[config.mk]
export PLATFORM = sky130hd
export DESIGN_NAME = vga_text_scheduler
export DESIGN_NICKNAME = d
export VERILOG_FILES = /design/src/rtl/vga_text_scheduler.sv
export SDC_FILE = /design/constraint.sdc
export NUM_CORES = 1
export LEC_CHECK = 0
export ABC_AREA = 1
export CORE_UTILIZATION = 50
export CTS_CLUSTER_DIAMETER = 100
export CTS_CLUSTER_SIZE = 16
export DETAILED_ROUTE_END_ITERATION = 10
export MAX_ROUTING_LAYER = met4
export PLACE_DENSITY = 0.71
export SLEW_MARGIN = 5
export SYNTH_ARGS = -nofsm -noshare
export SYNTH_HDL_FRONTEND = slang
export SYNTH_SLANG_ARGS = --single-unit
[constraint.sdc]
create_clock -name clk -period 2.7 [get_ports clk]
set_input_delay 0.81 -clock clk [delete_from_list [all_inputs] [get_ports clk]]
set_output_delay 0.81 -clock clk [all_outputs]
set_load 0.05 [all_outputs]
[src/rtl/vga_text_scheduler.sv]
// Fills the 12x13 character text RAM with "CHnn: d.dddV" rows, one per channel, once per vblank rise.
// Latency: 27 cycles per row with immediate ack (1 fetch + 14 convert + 12 write), +1 DONE cycle per pass.
// Backpressure: ch_req is held until ch_ack; VGA_TEXT_OVR_EN shows "-.---" for over-range values instead of clamping.
module vga_text_scheduler #(
    parameter int CHANNELS = 13,
    parameter int COLS     = 12,
    parameter int VAL_MAX  = 9999
) (
    input  logic        clk,
    input  logic        rst,
    input  logic        vblnk_in,
    output logic [3:0]  ch_sel,
    output logic        ch_req,
    input  logic        ch_ack,
    input  logic [13:0] ch_value,
    output logic        wr_en,
    output logic [7:0]  wr_addr,
    output logic [6:0]  wr_data,
    output logic        busy,
    output logic        frame_done
);
    typedef enum logic [2:0] {S_IDLE, S_FETCH, S_CONVERT, S_WRITE, S_DONE} state_t;

    localparam logic [13:0] VMAX     = 14'(VAL_MAX);
    localparam logic [3:0]  LAST_ROW = 4'(CHANNELS - 1);
    localparam logic [3:0]  LAST_BIT = 4'd13;
    localparam logic [3:0]  NCOLS    = 4'(COLS);

    state_t      state_q, state_d;
    logic        vblnk_prev_q, vblnk_prev_d;
    logic        pending_q, pending_d;
    logic [3:0]  row_q, row_d;
    logic [13:0] val_q, val_d;
    logic [15:0] bcd_q, bcd_d;
    logic [3:0]  bit_cnt_q, bit_cnt_d;
    logic [3:0]  col_q, col_d;
    logic [3:0]  tens_q, tens_d;
    logic [3:0]  ones_q, ones_d;
    logic [3:0]  ch_sel_q, ch_sel_d;
    logic        ch_req_q, ch_req_d;
    logic        wr_en_q, wr_en_d;
    logic [7:0]  wr_addr_q, wr_addr_d;
    logic [6:0]  wr_data_q, wr_data_d;
    logic        busy_q, busy_d;
    logic        frame_done_q, frame_done_d;
`ifdef VGA_TEXT_OVR_EN
    logic        ovr_q, ovr_d;
`endif

    logic        rise;
    logic [15:0] bcd_adj;
    logic [6:0]  char_nxt;
    logic [7:0]  row_base;

    always_comb begin
        state_d      = state_q;
        vblnk_prev_d = vblnk_in;
        pending_d    = pending_q;
        row_d        = row_q;
        val_d        = val_q;
        bcd_d        = bcd_q;
        bit_cnt_d    = bit_cnt_q;
        col_d        = col_q;
        tens_d       = tens_q;
        ones_d       = ones_q;
        ch_sel_d     = ch_sel_q;
        ch_req_d     = ch_req_q;
        wr_en_d      = 1'b0;
        wr_addr_d    = wr_addr_q;
        wr_data_d    = wr_data_q;
        busy_d       = busy_q;
        frame_done_d = 1'b0;
`ifdef VGA_TEXT_OVR_EN
        ovr_d        = ovr_q;
`endif
        rise     = vblnk_in & ~vblnk_prev_q;
        row_base = {4'b0000, row_q} * 8'(COLS);

        // Double-dabble: add 3 to every BCD digit >= 5 before the shift.
        bcd_adj = bcd_q;
        for (int i = 0; i < 4; i++) begin
            if (bcd_q[4*i +: 4] >= 4'd5) begin
                bcd_adj[4*i +: 4] = bcd_q[4*i +: 4] + 4'd3;
            end
        end

        case (col_q)
            4'd0:    char_nxt = 7'h43;
            4'd1:    char_nxt = 7'h48;
            4'd2:    char_nxt = 7'h30 + {3'b000, tens_q};
            4'd3:    char_nxt = 7'h30 + {3'b000, ones_q};
            4'd4:    char_nxt = 7'h3A;
            4'd5:    char_nxt = 7'h20;
            4'd6:    char_nxt = 7'h30 + {3'b000, bcd_q[15:12]};
            4'd7:    char_nxt = 7'h2E;
            4'd8:    char_nxt = 7'h30 + {3'b000, bcd_q[11:8]};
            4'd9:    char_nxt = 7'h30 + {3'b000, bcd_q[7:4]};
            4'd10:   char_nxt = 7'h30 + {3'b000, bcd_q[3:0]};
            default: char_nxt = 7'h56;
        endcase
`ifdef VGA_TEXT_OVR_EN
        if (ovr_q && (col_q == 4'd6 || col_q == 4'd8 || col_q == 4'd9 || col_q == 4'd10)) begin
            char_nxt = 7'h2D;
        end
`endif

        if (rise && state_q != S_IDLE) begin
            pending_d = 1'b1;
        end

        case (state_q)
            S_IDLE: begin
                if (rise || pending_q) begin
                    state_d   = S_FETCH;
                    pending_d = 1'b0;
                    ch_req_d  = 1'b1;
                    ch_sel_d  = row_q;
                    busy_d    = 1'b1;
                end
            end
            S_FETCH: begin
                if (ch_ack) begin
                    state_d   = S_CONVERT;
                    ch_req_d  = 1'b0;
                    val_d     = (ch_value > VMAX) ? VMAX : ch_value;
`ifdef VGA_TEXT_OVR_EN
                    ovr_d     = (ch_value > VMAX);
`endif
                    bcd_d     = '0;
                    bit_cnt_d = '0;
                    col_d     = '0;
                    tens_d    = '0;
                    ones_d    = row_q;
                end
            end
            S_CONVERT: begin
                bcd_d     = {bcd_adj[14:0], val_q[13]};
                val_d     = {val_q[12:0], 1'b0};
                bit_cnt_d = bit_cnt_q + 4'd1;
                if (ones_q >= 4'd10) begin
                    ones_d = ones_q - 4'd10;
                    tens_d = tens_q + 4'd1;
                end
                // Column 0 is a constant, so the first write leaves with the last shift.
                if (bit_cnt_q == LAST_BIT) begin
                    state_d   = S_WRITE;
                    wr_en_d   = 1'b1;
                    wr_addr_d = row_base;
                    wr_data_d = char_nxt;
                    col_d     = 4'd1;
                end
            end
            S_WRITE: begin
                if (col_q == NCOLS) begin
                    if (row_q == LAST_ROW) begin
                        state_d      = S_DONE;
                        frame_done_d = 1'b1;
                        busy_d       = 1'b0;
                    end else begin
                        state_d  = S_FETCH;
                        row_d    = row_q + 4'd1;
                        ch_req_d = 1'b1;
                        ch_sel_d = row_q + 4'd1;
                    end
                end else begin
                    wr_en_d   = 1'b1;
                    wr_addr_d = row_base + {4'b0000, col_q};
                    wr_data_d = char_nxt;
                    col_d     = col_q + 4'd1;
                end
            end
            S_DONE: begin
                state_d = S_IDLE;
                row_d   = '0;
            end
            default: state_d = S_IDLE;
        endcase
    end

    always_ff @(posedge clk) begin
        if (rst) begin
            state_q      <= S_IDLE;
            vblnk_prev_q <= 1'b0;
            pending_q    <= 1'b0;
            row_q        <= '0;
            val_q        <= '0;
            bcd_q        <= '0;
            bit_cnt_q    <= '0;
            col_q        <= '0;
            tens_q       <= '0;
            ones_q       <= '0;
            ch_sel_q     <= '0;
            ch_req_q     <= 1'b0;
            wr_en_q      <= 1'b0;
            wr_addr_q    <= '0;
            wr_data_q    <= '0;
            busy_q       <= 1'b0;
            frame_done_q <= 1'b0;
`ifdef VGA_TEXT_OVR_EN
            ovr_q        <= 1'b0;
`endif
        end else begin
            state_q      <= state_d;
            vblnk_prev_q <= vblnk_prev_d;
            pending_q    <= pending_d;
            row_q        <= row_d;
            val_q        <= val_d;
            bcd_q        <= bcd_d;
            bit_cnt_q    <= bit_cnt_d;
            col_q        <= col_d;
            tens_q       <= tens_d;
            ones_q       <= ones_d;
            ch_sel_q     <= ch_sel_d;
            ch_req_q     <= ch_req_d;
            wr_en_q      <= wr_en_d;
            wr_addr_q    <= wr_addr_d;
            wr_data_q    <= wr_data_d;
            busy_q       <= busy_d;
            frame_done_q <= frame_done_d;
`ifdef VGA_TEXT_OVR_EN
            ovr_q        <= ovr_d;
`endif
        end
    end

    assign ch_sel     = ch_sel_q;
    assign ch_req     = ch_req_q;
    assign wr_en      = wr_en_q;
    assign wr_addr    = wr_addr_q;
    assign wr_data    = wr_data_q;
    assign busy       = busy_q;
    assign frame_done = frame_done_q;

endmodule
==> impl_metrics.toml <==
[outcome]
outcome = "finished clean"

[worst_setup_path]
cp_data_required_time_ns = 1.89
path_buf_inv = 1
cp.arrival_ns = 1.52
path_cells = "clkdlybuf4s50_1"
cp-start-kind = "flip-flop"
worst_setup_path_end_kind = "output pin"
crit_path_top_delay_cell = "clkdlybuf4s50_1"
slowest_delay_ns = 0.81
worstSetupPathType = "reg2out"
worst-path-max-fanout = 2
path_delay_family = "buffers and inverters"

[final_layout]
fin_nets = 741
fillers = 817
drive_gt1_share_pct = 6.84
syn_to_final_growth_pct = 15.2
finish.instance_area_sq_um = 5170
regArea_sq_um = 1560
num_antenna_cells = 0
multi_input_area_sq_um = 2480

[synthesis]
ys_ff_latch = 78
syn-num-nets = 704
synth_edf_count = 0
synth_cells = 660
synth_area_per_cell_sq_um = 6.80
synth_area_sq_um = 4490
synth_top_area_share_pct = 34.8
synth_area_leaders = "dfxtp_1, nand2_1, o21ai_0"
synth_top_area_cell = "dfxtp_1"
synth-async-reset-ratio_pct = 0
synth.yosys.warnings = 0
yosysUniqueCellTypes = 40
seq_area_frac_synth_pct = 34.8
yosys_most_used_dff = "dfxtp_1"

[clock_network]
cts-root-buf = "clkbuf_8"
clockBufferDepth = 2
ctsResizeCount = 0
hold_buffers = 0
cts.sinks = 78
h-tree-depth = 3
clk_latency_ns = 0.36
postCtsSetupBuffers = 0
path_clk_slew_ns = 0.08
cts_tree = "yes"
cts_buffers = 9

[timing]
worstMarginPinSlew_ns = 0.618
setup_ws_ns = 0.375
period_share_pct = 86.1
slew_headroom_pct = 58.8
setup_viol = 0
rsz0062_at_grt = "no"
skew_ns = 0.0142
holdWs_ns = 0.453
tns_ns = 0
period_minus_slack_ns = 2.33
max_freq_mhz = 430
maxSlewViolCount = 0
hold_viol_final = 0

[grt]
grt.total_usage_pct = 23.4
grt_max_degree = 47
antenna_found_initial = 0
grt_pass1_vias = 4030
grt_overflow = 0
grt_pass1_wl_mm = 17.7

[placement]
hpwl_mm = 7.32
place_ws_ns = 0.353
place_congestion = 0.911
placed_area_sq_um = 4970
portBuffers = 40

[drt]
drt-initial-drc-count = 183
routed_via_density = 5.27
drt-pass1-iter-count = 5
ant_nets = 0
avgRoutedWirePerCell_um = 12.8
postRouteWirelength_mm = 10.3
drc = 0
vias = 4270

[power]
total_power_mw = 3.93
leakagePower_nw = 2.13
powerDensity_nw_per_um2 = 761
ir_worst_vdd_mv = 0.511

[floorplanning]
start_util_pct = 51.4
die_w_um = 96.7
ioPinCount = 41
rows = 34
die_y_um = 96.7
core-area_sq_um = 8720
die-area_sq_um = 9350

[job]
max_cap_viol_count = 0

[worst_hold_path]
worst_hold_path_type = "reg2reg"
[Yosys cell counts, types with 2 or more instances]
master and instances:
a211oi_1 4, nand2_2 3, buf_6 2, nand3_1 39, xnor2_1 2, o21ai_0 62, nor2_2 3, o22ai_1 4
dfxtp_1 78, a31oi_1 2, inv_2 5, xor2_1 8, buf_4 3, nand2_1 149, nor3_1 8, fa_1 2
clkbuf_1 7, nand2_4 3, or2_2 4, o21a_1 2, nand4_1 6, nor2_4 3, nor2_1 77, ha_1 24
buf_2 7, a21oi_1 58, inv_1 82
[flip-flops by register name (all words and copies together), names as in the netlist, 3 cells and up]
name and flops:
bcd_q 16, col_q 4, row_q 4, wr_data 7, tens_q 4, ones_q 4
bit_cnt_q 4, wr_addr 8, val_q 14, state_q 3, ch_sel 4
[path summary, 6_finish.rpt]
check	startpoint	to	slack, ns	cells past startpoint
hold / removal	busy	busy	0.45	2
hold reg to reg	busy	busy	0.45	2
setup reg to reg	col_q[0]	wr_data[4]	0.48	8
setup / recovery	wr_addr[2]	wr_addr[2]	0.37	1
[kinds of logic (layout without fill, tap and decap cells)]
family | Yosys count | in the layout | synth area share, %
AND/OR/NAND/NOR | 300 | 300 | 29.5
AO/OA/AOI/OAI | 138 | 138 | 16.3
buffers and inverters | 108 | 150 | 9.87
flip-flops | 78 | 78 | 34.8
adder cells (fa/ha/maj) | 26 | 26 | 7.59
XOR/XNOR | 10 | 10 | 1.95
[cell type report]
cell class              count  share of cell area [%]
multi-input cells         474                    48.0
flip-flops and latches     78                    30.2
repair buffers             46                    8.86
inverters                  88                    6.42
clock buffers              11                    2.74
well taps                 108                    2.62
clock inverters             5                    1.14
[metrics by stage]
stage                     instances  utilization, %
final                           810            59.3
after global routing            810            59.3
after CTS                       810            59.3
after detailed placement        794            57.0
after global placement          794            57.0
after floorplan                 660               -
[cell usage in the layout, fill, tap and decap left out, drive strengths merged]
master | Yosys | final
nand2 | 155 | 155
inv | 87 | 87
nor2 | 83 | 83
dfxtp | 78 | 78
o21ai | 63 | 63
a21oi | 59 | 59
nand3 | 41 | 41
clkdlybuf4s50 | 0 | 40
ha | 24 | 24
clkbuf | 8 | 11
nor3 | 9 | 9
xor2 | 8 | 8
nand4 | 7 | 7
buf | 12 | 6
a211oi | 4 | 4
o22ai | 4 | 4
or2 | 4 | 4
clkinv | 1 | 3
o21a | 2 | 2
xnor2 | 2 | 2
a31oi | 2 | 2
fa | 2 | 2
clkinvlp | 0 | 2
o31ai | 1 | 1
nand3b | 1 | 1
o221ai | 1 | 1
o21bai | 1 | 1
o2111ai | 1 | 1
bufinv | 0 | 1
[per-layer routing]
metal / track usage, % / vias to the layer above / routed length [um]
met4: 8.15 / 0 / 144
met5: - / - / 0
li1: - / 2202 / -
met1: 29.0 / 1942 / 4920
met3: 3.54 / 17 / 429
met2: 38.9 / 109 / 4840
[power breakdown]
group	switching (mW)	leakage, nW	internal [mW]	total, mW
clock	0.445	0.0955	0.453	0.898
combinational	1.10	1.41	0.502	1.60
sequential	0.111	0.633	1.32	1.43
(Power assumes the default switching activity.)
